`config.mk`:
```
export PLATFORM = sky130hd
export DESIGN_NAME = usb_tx_param
export DESIGN_NICKNAME = d
export VERILOG_FILES = /design/src/rtl/usb_tx_param.sv
export SDC_FILE = /design/constraint.sdc
export NUM_CORES = 1
export LEC_CHECK = 0
export BUFFER_PORTS_ARGS = -buffer_cell sky130_fd_sc_hd__buf_2
export CELL_PAD_IN_SITES_DETAIL_PLACEMENT = 1
export CELL_PAD_IN_SITES_GLOBAL_PLACEMENT = 1
export CORE_MARGIN = 2
export CORE_UTILIZATION = 47
export CTS_CLUSTER_DIAMETER = 30
export DETAILED_ROUTE_END_ITERATION = 10
export PLACE_DENSITY = 0.87
export SLEW_MARGIN = 10
export SYNTH_ARGS = -nofsm -noshare
export SYNTH_HDL_FRONTEND = slang
export SYNTH_SLANG_ARGS = --single-unit
export TNS_END_PERCENT = 30
```
`constraint.sdc`:
```
create_clock -name clk -period 4.08 [get_ports clk]
set_input_delay 0.408 -clock clk [delete_from_list [all_inputs] [get_ports clk]]
set_output_delay 0.408 -clock clk [all_outputs]
set_load 0.01 [all_outputs]
```
`src/rtl/usb_tx_param.sv`:
```
// USB full-speed packet transmitter: SYNC, PID, FIFO payload, optional CRC16, EOP with bit stuffing and NRZI.
// Latency: first SYNC bit on the lines one cycle after tx_start; each bit lasts CLKS_PER_BIT cycles.
// Backpressure: pulls payload bytes with a one-cycle pop at byte boundaries; tx_start is ignored while busy.
// Optional feature macro: USB_TX_CRC16_EN (defined = CRC16 generated here; undefined = FIFO supplies CRC bytes).
module usb_tx_param #(
    parameter int CLKS_PER_BIT = 8,
    parameter int MAX_PAYLOAD  = 64,
    parameter int OCC_W        = 7
) (
    input  logic             clk,
    input  logic             rst,
    input  logic             tx_start,
    input  logic [2:0]       tx_packet,
    input  logic [7:0]       tx_packet_data,
    input  logic [OCC_W-1:0] buffer_occupancy,
    output logic             get_tx_packet_data,
    output logic             tx_transfer_active,
    output logic             tx_error,
    output logic             dplus_out,
    output logic             dminus_out
);

    localparam int CNT_W = (CLKS_PER_BIT > 1) ? $clog2(CLKS_PER_BIT) : 1;
    localparam int BC_W  = $clog2(MAX_PAYLOAD + 1);
    localparam logic [CNT_W-1:0] LAST_CLK = CNT_W'(CLKS_PER_BIT - 1);
    localparam logic [BC_W-1:0]  MAX_BC   = BC_W'(MAX_PAYLOAD);

    typedef enum logic [2:0] {
        S_IDLE, S_SYNC, S_PID, S_DATA, S_CRC, S_EOP_SE0, S_EOP_J
    } state_t;

    state_t           r_state;
    logic [CNT_W-1:0] r_clk_cnt;
    logic [15:0]      r_shift;      // field being sent, bit on the wire sits at [0]
    logic [3:0]       r_bit_idx;    // index of the bit on the wire within its field
    logic [2:0]       r_ones;       // consecutive ones launched, drives stuffing
    logic             r_lvl;        // NRZI level, 1 = J
    logic [7:0]       r_pid;
    logic             r_handshake;
    logic [BC_W-1:0]  r_byte_cnt;
    logic             r_active;
    logic             r_err;
    logic             r_dplus;
    logic             r_dminus;
`ifdef USB_TX_CRC16_EN
    logic [15:0]      r_crc;        // reflected CRC16 register (poly 0x8005 bit-reversed)
    logic             w_crc_bit;
    logic             w_crc_fb;
    logic [15:0]      w_crc_nxt;
`endif

    logic       w_code_ok;
    logic [3:0] w_pid4;
    logic       w_bit_end;
    logic       w_stream;
    logic       w_field_last;
    logic       w_adv;
    logic       w_fend;
    logic       w_payload_bnd;
    logic       w_have;
    logic       w_room;
    logic       w_pop_ok;
    logic       w_launch;
    logic       w_bit;
    logic       w_lvl_nxt;

    function automatic logic [3:0] pid_of(input logic [2:0] code);
        case (code)
            3'd1:    return 4'b0011;
            3'd2:    return 4'b1011;
            3'd3:    return 4'b0010;
            3'd4:    return 4'b1010;
            3'd5:    return 4'b1110;
            default: return 4'b0000;
        endcase
    endfunction

    assign w_code_ok     = (tx_packet != 3'd0) && (tx_packet < 3'd6);
    assign w_pid4        = pid_of(tx_packet);
    assign w_bit_end     = (r_state != S_IDLE) && (r_clk_cnt == LAST_CLK);
    assign w_stream      = (r_state == S_SYNC) || (r_state == S_PID) ||
                           (r_state == S_DATA) || (r_state == S_CRC);
    assign w_field_last  = (r_bit_idx == ((r_state == S_CRC) ? 4'd15 : 4'd7));
    // A real field bit finishes (not a stuffed one that still has to be inserted)
    assign w_adv         = w_bit_end && w_stream && (r_ones != 3'd6);
    assign w_fend        = w_adv && w_field_last;
    assign w_payload_bnd = (r_state == S_DATA) || ((r_state == S_PID) && !r_handshake);
    assign w_have        = (buffer_occupancy != '0);
    assign w_room        = (r_byte_cnt < MAX_BC);
    assign w_pop_ok      = w_fend && w_payload_bnd && w_have && w_room;

    // The pop must coincide with the cycle the head byte is captured, so it is decoded, not registered
    assign get_tx_packet_data = w_pop_ok && !rst;
    assign tx_transfer_active = r_active;
    assign tx_error           = r_err;
    assign dplus_out          = r_dplus;
    assign dminus_out         = r_dminus;

`ifdef USB_TX_CRC16_EN
    assign w_crc_fb  = w_bit ^ r_crc[0];
    assign w_crc_nxt = {1'b0, r_crc[15:1]} ^ (w_crc_fb ? 16'hA001 : 16'h0000);
`endif

    // Pick the next data bit to put on the wire at a bit-time boundary (or at packet start)
    always_comb begin
        w_launch = 1'b0;
        w_bit    = 1'b0;
`ifdef USB_TX_CRC16_EN
        w_crc_bit = 1'b0;
`endif
        if (r_state == S_IDLE) begin
            w_launch = tx_start && w_code_ok;   // SYNC bit 0 is a 0
        end else if (w_bit_end && w_stream) begin
            w_launch = 1'b1;
            if (r_ones == 3'd6) begin
                w_bit = 1'b0;                   // stuffed bit
            end else if (!w_field_last) begin
                w_bit = r_shift[1];
`ifdef USB_TX_CRC16_EN
                w_crc_bit = (r_state == S_DATA);
`endif
            end else begin
                case (r_state)
                    S_SYNC: w_bit = r_pid[0];
                    S_PID, S_DATA: begin
                        if (w_pop_ok) begin
                            w_bit = tx_packet_data[0];
`ifdef USB_TX_CRC16_EN
                            w_crc_bit = 1'b1;
                        end else if (w_payload_bnd && !w_have) begin
                            w_bit = ~r_crc[0];
`endif
                        end else begin
                            w_launch = 1'b0;
                        end
                    end
                    default: w_launch = 1'b0;
                endcase
            end
        end
    end

    assign w_lvl_nxt = w_bit ? r_lvl : ~r_lvl;

`ifdef USB_TX_CRC16_EN
    // CRC accumulates payload bits as they are launched; stuffed bits never enter it
    always_ff @(posedge clk) begin
        if (rst || (r_state == S_IDLE)) begin
            r_crc <= 16'hFFFF;
        end else if (w_launch && w_crc_bit) begin
            r_crc <= w_crc_nxt;
        end
    end
`endif

    // Packet sequencer: bit timing, field shifting, stuffing/NRZI state and registered line outputs
    always_ff @(posedge clk) begin
        if (rst) begin
            r_state     <= S_IDLE;
            r_clk_cnt   <= '0;
            r_shift     <= '0;
            r_bit_idx   <= '0;
            r_ones      <= '0;
            r_lvl       <= 1'b1;
            r_pid       <= '0;
            r_handshake <= 1'b0;
            r_byte_cnt  <= '0;
            r_active    <= 1'b0;
            r_err       <= 1'b0;
            r_dplus     <= 1'b1;
            r_dminus    <= 1'b0;
        end else begin
            r_err <= 1'b0;
            if (w_launch) begin
                r_lvl    <= w_lvl_nxt;
                r_dplus  <= w_lvl_nxt;
                r_dminus <= ~w_lvl_nxt;
                r_ones   <= w_bit ? (r_ones + 3'd1) : 3'd0;
            end
            if (r_state != S_IDLE) begin
                r_clk_cnt <= w_bit_end ? '0 : (r_clk_cnt + 1'b1);
            end
            case (r_state)
                S_IDLE: begin
                    r_clk_cnt <= '0;
                    if (tx_start && w_code_ok) begin
                        r_state     <= S_SYNC;
                        r_pid       <= {~w_pid4, w_pid4};
                        r_handshake <= (tx_packet >= 3'd3);
                        r_shift     <= 16'h0080;
                        r_bit_idx   <= '0;
                        r_byte_cnt  <= '0;
                        r_active    <= 1'b1;
                    end else begin
                        r_lvl  <= 1'b1;
                        r_ones <= '0;
                        r_err  <= tx_start;
                    end
                end
                S_SYNC, S_PID, S_DATA, S_CRC: begin
                    if (w_adv && !w_field_last) begin
                        r_shift   <= r_shift >> 1;
                        r_bit_idx <= r_bit_idx + 4'd1;
                    end else if (w_fend) begin
                        r_bit_idx <= '0;
                        if (r_state == S_SYNC) begin
                            r_state <= S_PID;
                            r_shift <= {8'h00, r_pid};
                        end else if ((r_state == S_CRC) || !w_payload_bnd) begin
                            r_state  <= S_EOP_SE0;
                            r_dplus  <= 1'b0;
                            r_dminus <= 1'b0;
                        end else if (w_pop_ok) begin
                            r_state    <= S_DATA;
                            r_shift    <= {8'h00, tx_packet_data};
                            r_byte_cnt <= r_byte_cnt + 1'b1;
                        end else if (w_have) begin
                            // payload limit hit with bytes still queued: abort without CRC
                            r_err    <= 1'b1;
                            r_state  <= S_EOP_SE0;
                            r_dplus  <= 1'b0;
                            r_dminus <= 1'b0;
                        end else begin
`ifdef USB_TX_CRC16_EN
                            r_state <= S_CRC;
                            r_shift <= ~r_crc;
`else
                            r_state  <= S_EOP_SE0;
                            r_dplus  <= 1'b0;
                            r_dminus <= 1'b0;
`endif
                        end
                    end
                end
                S_EOP_SE0: begin
                    if (w_bit_end) begin
                        if (r_bit_idx == 4'd0) begin
                            r_bit_idx <= 4'd1;
                        end else begin
                            r_bit_idx <= '0;
                            r_state   <= S_EOP_J;
                            r_lvl     <= 1'b1;
                            r_dplus   <= 1'b1;
                            r_dminus  <= 1'b0;
                        end
                    end
                end
                S_EOP_J: begin
                    if (w_bit_end) begin
                        r_state  <= S_IDLE;
                        r_active <= 1'b0;
                    end
                end
                default: r_state <= S_IDLE;
            endcase
        end
    end

endmodule

```
==> metrics.txt, run 1 <==
r2r setup slk 0.99 ns; root buffer cell clkbuf_8; Detail Placement HPWL 4500 um; Hold Buf Count CTS 0; critical path data required time 4.31 ns; final setup violation count 0; die height 74.9 um; Synth warnings 0; status complete, no violations; CP max stage delay 0.75 ns; worst r2r path cells 6; worst-path fanout max 18; Post-Place Worst Slack 1.07 ns; Synth area leaders dfxtp_1 (35%), a21oi_1 (5.1%), ha_1 (4.8%); Slew Limit Fails 0; HP Start tx_start; total gr overflow 0; largest area contributor in the netlist dfxtp_1; Die ar. 5610 sq um; critical path's top delay family compound AO/OA/AOI/OAI gates; ANT nets after route 0; CTS tree done; Tot Pwr 860 uW; CTS max path bufs 2; cell count after placement 356; row count 25; Clk Latency, worst-skew pair 0.30 ns; Worst-Margin Slew 0.727 ns; flops & latches, synth 41; post-route clock period utilization 0.757; Post-route DRC 0; pin count of the biggest net entering global routing 36; Final Util 0.540; initial drt markers 120; crit path time final 3.09 ns; GRT Util Overall 0.235; P_leak 0.966 nW; postcts setup bufs 0; clock buffer count from CTS 5; Worst Setup Start Kind flop; asr flop ratio synth 0; sink of the worst hold path tx_error; antenna cells 0; crit path capture type flop; number of vias per cell 5.85; setup_tns 0 ns; final setup skew 0.00802 ns; WL per Instance 16.6 um; crit-path cells nand2b_1 -> a211oi_1 -> or4b_4 -> a32oi_2 -> o2111ai_1 -> a21oi_1; critical path class reg2reg; Nets 326; worst path arrival time 3.31 ns; Worst slew margin 0.515; max-cap violation count 0; initial antenna violation count 0; Hold Crit Depth 3; drt first pass iters 4; Yosys top cell area share 0.347; Cells after Synth 280; f_max 0.324 GHz; clk slew on worst S/H paths 0.08 ns; RSZ-0062 raised after global routing false; drt total wl 6030 um; PD cells 333 nW/um^2; Layout area overhead 9.43%; Yosys cell types 54; Clock Sinks 41; vias in the first global route 2,130; final setup margin 0.993 ns; core area 4790 sq um; Port Buffers 25; Syn Area/Cell 8.44 sq um; VDD IR max 0.157 mV; reg2reg start r_state[1]; Cell Area, Synth 2360 sq um; first-pass GRT wire length 10,200 um; Post-Syn Nets 310; detailed-route via count 2,124; Cell Count, Final, Fillers Out 363; initial core utilization 0.494; Die W 74.9 um; Slowest cell on crit path dfxtp_1; Ports 26; H-tree levels 2; fill count 601; Hold Path Class in2reg; gpl congestion 0.805; Hold Violations, Final 0; share of cells above drive strength 1 0.145; EDFF count, synth 0; post-synthesis sequential area ratio 0.347; WP buf/inv 0; Reg2Reg Capture Point r_shift[2]; ys flop type dfxtp_1; post_cts resized 0
-- report_power, final --
group	internal (mW)	total, mW	switching [mW]
combinational	0.0589	0.152	0.0928
sequential	0.420	0.437	0.0177
clock	0.134	0.271	0.137
total	0.613	0.860	0.247
-- cell type report --
cell class / instances / area [sq um] / share of cell area
clock buffer: 7 / 86.3 / 0.0334
sequential: 41 / 821 / 0.318
inverter: 10 / 37.5 / 0.0145
multi-input combinational: 212 / 1420 / 0.551
tap: 67 / 83.8 / 0.0324
timing repair buffer: 26 / 133 / 0.0513
-- placed cells by master (no fill, tap or decap), types with 5 or more instances in the layout --
| cell | count |
|---|---|
| a211oi_1 | 6 |
| a21oi_1 | 24 |
| and2_1 | 5 |
| buf_2 | 25 |
| clkbuf_8 | 6 |
| dfxtp_1 | 41 |
| ha_1 | 9 |
| inv_1 | 10 |
| mux2i_1 | 10 |
| nand2_1 | 18 |
| nand2b_1 | 11 |
| nand3_1 | 11 |
| nor2_1 | 27 |
| nor3_1 | 7 |
| nor4_1 | 5 |
| o2111ai_1 | 6 |
| o21ai_0 | 7 |
| or3_1 | 7 |
| xnor2_1 | 5 |
-- worst reg2reg max path, delay by kind of cell, from the launching register on --
family             cells  cell delay, ns
AOI/OAI and AO/OA      4            1.39
and+or+nand+nor        2            0.88
DFF                    1            0.75
-- layer usage --
layer | up-vias | wire length (um) | track usage
met5 | - | 0 | 0
met4 | 0 | 81 | 0.0714
met3 | 8 | 259 | 0.0402
met2 | 48 | 2950 | 0.396
met1 | 1011 | 2740 | 0.308
li1 | 1057 | - | -
-- through the flow --
step / area (sq um) / hold slack (ns)
after global routing: 2580 / 0.438
after detailed placement: 2500 / 0.425
after CTS: 2580 / 0.408
after global placement: 2500 / 0.421
final: 2580 / 0.416
after floorplan: 2360 / 0.408
-- flip-flops by register name, indices dropped and copies added, names as in the netlist --
register            flops
r_bit_idx               4
r_byte_cnt              7
r_state                 3
tx_error                1
dminus_out              1
r_ones                  3
dplus_out               1
r_shift                 7
tx_transfer_active      1
r_pid                   8
r_handshake             1
r_clk_cnt               3
r_lvl                   1
-- cells in the mapped netlist, types with 6 or more instances --
master,count
dfxtp_1,41
nor2_1,27
a21oi_1,24
nand2_1,18
nand2b_1,11
nand3_1,11
inv_1,10
mux2i_1,10
clkbuf_1,9
ha_1,9
nor3_1,7
o21ai_0,7
or3_1,7
a211oi_1,6
o2111ai_1,6
-- cell families after synthesis --
family,synth area share
AO/OA/AOI/OAI,0.210
flip-flops,0.347
multiplexers,0.0625
AND/OR/NAND/NOR,0.261
adder cells (fa/ha/maj),0.0477
XOR/XNOR,0.0222
buffers and inverters,0.0498
-- how the worst max path moves through the flow --
stage / from / end / slack [ns] / depth (start not counted)
after floorplan: r_clk_cnt[0] / r_byte_cnt[5] / 1.66 / 9
after global placement: r_state[1] / r_shift[2] / 1.16 / 6
after detailed placement: r_state[2] / r_shift[2] / 1.07 / 6
after CTS: r_state[2] / r_shift[2] / 1.05 / 6
after global routing: r_state[2] / r_shift[4] / 0.79 / 6
final: r_state[1] / r_shift[2] / 0.99 / 6
(Power assumes the default switching activity.)
==> run 2, diff against run 1 <==
CORE_UTILIZATION = 40   (was 47)
PLACE_DENSITY = 0.79   (was 0.87)
clock period = 2.6 ns   (was 4.08 ns; I/O delays follow)
==> run 2 against run 1 <==
Die area grew 17%. Cell count rose by 6.3%. First-iteration DRC count grew 6.7%. Non-clock buffer count rose by 17. Setup slack worse by 0.88 ns. Critical endpoint is now r_byte_cnt[5]. Largest cell class unchanged. Highest routed layer unchanged.
==> metrics.txt, run 2 (same netlist as run 1, synthesis figures left out) <==
Slowest cell on crit path or4b_4; WP buf/inv 1 (+1); drt first pass iters 4 (unchanged); CTS max path bufs 2 (unchanged); largest register by flop count r_pid; max-cap violation count 0 (unchanged); H-tree levels 2 (unchanged); f_max 0.403 GHz (+24%); worst path arrival time 2.68 ns (-0.63 ns); Slew Limit Fails 0 (unchanged); Ports 26 (unchanged); CTS tree done; Worst-Margin Slew 0.657 ns (-0.0696 ns); initial core utilization 0.421 (-0.0724); Top Registers r_pid (8), r_byte_cnt (7), r_shift (7); Final Hold Slack 0.262 ns (-0.154 ns); ANT nets after route 0 (unchanged); Layout area overhead 15.7%; crit path time final 2.48 ns (-0.604 ns); Hold Path Class in2reg; Hold Violations, Final 0 (unchanged); most frequent cells in the layout dfxtp_1 (40), nor2_1 (27), buf_2 (25); Clk Latency, worst-skew pair 0.31 ns (about the same); P_leak 1.04 nW (+7.6%); crit-path cells nor3b_4 -> mux2i_2 -> or4b_4 -> buf_4 -> a2111oi_4 -> xnor2_1 -> nor2_1; initial drt markers 128 (+6.7%); Die W 80.9 um (+8.0%); Worst slew margin 0.562 (+0.0464); Post-route DRC 0 (unchanged); CP max stage delay 0.62 ns (-0.13 ns); final setup skew 0.00697 ns (-0.00106 ns); number of vias per cell 5.75 (-1.7%); root buffer cell clkbuf_8; initial antenna violation count 0 (unchanged); WL per Instance 17.5 um (+5.6%); core area 5610 sq um (+17%); detailed-route via count 2,221 (+4.6%); antenna cells 0 (unchanged); status complete, no violations; pin count of the biggest net entering global routing 36 (unchanged); vias in the first global route 2,244 (+5.4%); Detail Placement HPWL 5000 um (+11%); Nets 343 (+5.2%); Clock Sinks 41 (unchanged); Largest register FFs 8 (unchanged); worst-path fanout max 11 (-7); Worst Setup Start Kind flop; share of cells above drive strength 1 0.207 (+0.0617); total gr overflow 0 (unchanged); setup_tns 0 ns (unchanged); Hold Buf Count CTS 0 (unchanged); most common cell after layout, fill and taps aside dfxtp_1; Port Buffers 25 (unchanged); post-route clock period utilization 0.955 (+0.198); die height 80.9 um (+8.0%); first-pass GRT wire length 11,200 um (+10%); VDD IR max 0.278 mV (+77%); critical path's top delay family simple AND/OR/NAND/NOR gates; critical path data required time 2.80 ns (-1.51 ns); PD cells 508 nW/um^2 (+53%); row count 27 (+8.0%); gpl congestion 0.880 (+9.3%); drt total wl 6770 um (+12%); crit path capture type flop; final setup violation count 0 (unchanged); clock buffer count from CTS 5 (unchanged); GRT Util Overall 0.222 (-0.0130); RSZ-0062 raised after global routing false; Die ar. 6540 sq um (+17%); clk slew on worst S/H paths 0.08 ns (about the same); critical path class reg2reg
run 2: final timing paths:
check	from	depth (start not counted)	to	slack (ns)
hold reg to reg	r_clk_cnt[0]	1	r_clk_cnt[0]	0.44
setup / recovery	r_state[0]	7	r_byte_cnt[5]	0.12
hold / removal	tx_start	3	tx_error	0.26
setup reg to reg	r_state[0]	7	r_byte_cnt[5]	0.12
run 2: repair_timing:
item,4_1_cts,5_1_grt
endpoints found under the setup margin,0,2
setup buffers,0,1
gates resized for setup,0,3
run 2: stage by stage:
step                      instance area (sq um)   util  worst slack [ns]  power (mW)  cells
final                                      2730  0.487             0.117        1.39    386
after global routing                       2730  0.487           0.00845        1.46    386
after CTS                                  2720  0.484             0.118        1.39    385
after detailed placement                   2630  0.468             0.196       0.959    377
after global placement                     2630  0.468             0.245       0.950    377
after floorplan                            2360      -             0.178       0.866    280
run 2: where the power goes:
part           internal, mW  switching [mW]
combinational         0.108           0.162
sequential            0.659          0.0232
clock                 0.188           0.248
total                 0.955           0.433
run 2: worst min-delay path: stages:
cell and delay, ns:
buf_2 0.12, nand3_1 0.06, a21oi_1 0.07
run 2: final cells by class:
class | count | area (sq um)
tap | 72 | 90.1
sequential | 41 | 822
multi-input combinational | 212 | 1430
clock inverter | 3 | 22.5
inverter | 10 | 37.5
clock buffer | 5 | 68.8
fill | 709 | 2880
timing repair buffer | 43 | 260
run 2: layer usage:
layer / GRT usage / routed length [um] / vias to the layer above
met5: 0 / 0 / -
met4: 0.0763 / 127 / 0
met3: 0.0400 / 268 / 13
met2: 0.358 / 3290 / 49
met1: 0.299 / 3090 / 1067
li1: - / - / 1092
==> run 3, diff against run 2 <==
PLACE_DENSITY = not set   (was 0.79)
PLACE_DENSITY_LB_ADDON = 0.1   (was not set)
==> run 3 against run 2 <==
Register-to-register slack gained 0.08 ns. Largest power group unchanged. Fmax grew 1.7%. Non-clock buffer count grew 1. Highest routed layer unchanged. First-iteration DRC count shrank 40%. Largest cell class unchanged.
==> metrics.txt, run 3 (same netlist as run 1, synthesis figures left out) <==
Hold Violations, Final 0 (unchanged); Die W 80.9 um (unchanged); final setup margin 0.158 ns (+0.0415 ns); critical path's top delay family simple AND/OR/NAND/NOR gates; Layout area overhead 16.7%; clock buffer count from CTS 5 (unchanged); gpl congestion 0.863 (-1.9%); Clock Sinks 41 (unchanged); P_leak 1.07 nW (+2.9%); max-cap violation count 0 (unchanged); Ports 26 (unchanged); drt first pass iters 4 (unchanged); Detail Placement HPWL 4720 um (-5.7%); critical path data required time 2.34 ns (-0.46 ns); Worst-Margin Slew 0.674 ns (+0.0162 ns); initial antenna violation count 0 (unchanged); row count 27 (unchanged); Slowest cell on crit path or4b_4; Slew Limit Fails 0 (unchanged); PD cells 540 nW/um^2 (+6.2%); crit path capture type output pin; first-pass GRT wire length 10,600 um (-5.2%); Hold Path Class in2reg; Tot Pwr 1.49 mW (+7.1%); initial drt markers 77 (-40%); final setup skew 0.00912 ns (+0.00216 ns); die height 80.9 um (unchanged); area of the multi-input gates 1420 sq um (-0.52%); Port Buffers 25 (unchanged); most frequent cells in the layout dfxtp_1 (41), nor2_1 (27), buf_2 (25); Die ar. 6540 sq um (unchanged); CTS tree done; CP max stage delay 0.66 ns (+0.04 ns); ANT nets after route 0 (unchanged); postcts setup bufs 0 (unchanged); share of cells above drive strength 1 0.197 (-0.0102); WL per Instance 16.3 um (-7.1%); detailed-route via count 2,198 (-1.0%); H-tree levels 2 (unchanged); Post-route DRC 0 (unchanged); RSZ-0062 raised after global routing false; post_cts resized 0 (unchanged); root buffer cell clkbuf_8; most common cell after layout, fill and taps aside dfxtp_1; status complete, no violations; Worst Setup Start Kind flop; largest register by flop count r_pid; antenna cells 0 (unchanged); Worst slew margin 0.551 (-0.0108); Largest register FFs 8 (unchanged); total gr overflow 0 (unchanged); critical path class reg2out; drt total wl 6300 um (-6.9%); WP buf/inv 1 (unchanged); final setup violation count 0 (unchanged); pin count of the biggest net entering global routing 36 (unchanged); post-route clock period utilization 0.939 (-0.0160); worst-path fanout max 12 (+1); f_max 0.410 GHz (+1.7%); initial core utilization 0.421 (unchanged); clk slew on worst S/H paths 0.08 ns (about the same); Post-Place Worst Slack 0.169 ns (-0.0267 ns); crit path time final 2.44 ns (-0.0415 ns); Hold Buf Count CTS 0 (unchanged); crit-path cells ha_1 -> and2_1 -> nand3_1 -> or4b_4 -> nor2_1 -> buf_2; Clk Latency, worst-skew pair 0.30 ns (about the same); fill count 728 (+2.7%); CTS max path bufs 2 (unchanged); GRT Util Overall 0.210 (-0.0122); Nets 344 (+0.29%); worst path arrival time 2.18 ns (-0.50 ns); Top Registers r_pid (8), r_byte_cnt (7), r_shift (7); vias in the first global route 2,182 (-2.8%); setup_tns 0 ns (unchanged); number of vias per cell 5.68 (-1.3%); register area 821 sq um (-0.15%); VDD IR max 0.267 mV (-3.7%); core area 5610 sq um (unchanged)
-- run 3: area by class of cell --
class                      count  area share
tap                           72      0.0327
multi-input combinational    212       0.517
sequential                    41       0.298
inverter                      10      0.0136
clock buffer                   7      0.0313
timing repair buffer          44      0.0971
clock inverter                 1      0.0109
-- run 3: power breakdown --
part | switching, mW | total (mW) | internal, mW
Clock | 0.224 | 0.537 | 0.313
Sequential | 0.0222 | 0.681 | 0.658
Combinational | 0.156 | 0.269 | 0.113
-- run 3: worst reg2reg max path: stages, from the launching register on --
cell	delay [ns]
dfxtp_1	0.41
ha_1	0.24
and2_1	0.18
nand3_1	0.12
or4b_4	0.66
a32oi_2	0.22
buf_4	0.21
o2111ai_1	0.14
a21oi_1	0.15
-- run 3: routing by layer --
metal	track usage	up-vias	part of all wire
li1	-	1095	-
met3	0.0367	11	0.038
met5	0	-	0
met2	0.326	46	0.46
met1	0.290	1046	0.48
met4	0.0797	0	0.021
-- run 3: final timing paths --
path / from / end / slack (ns) / cells after the start
worst min register to register: r_clk_cnt[0] / r_clk_cnt[0] / 0.44 / 1
worst min-delay path: tx_start / tx_error / 0.27 / 3
worst max register to register: r_bit_idx[0] / r_shift[1] / 0.20 / 8
worst max-delay path: r_bit_idx[0] / get_tx_packet_data / 0.16 / 6
-- run 3: stage by stage --
| step | hold slack, ns | utilization | cell area [sq um] | instances |
|---|---|---|---|---|
| 3_5_place_dp | 0.426 | 0.469 | 2630 | 378 |
| 6_report | 0.274 | 0.492 | 2760 | 387 |
| 5_1_grt | 0.270 | 0.492 | 2760 | 387 |
| 4_1_cts | 0.277 | 0.490 | 2750 | 386 |
| 2_1_floorplan | 0.408 | - | 2360 | 280 |
| 3_3_place_gp | 0.424 | 0.469 | 2630 | 378 |
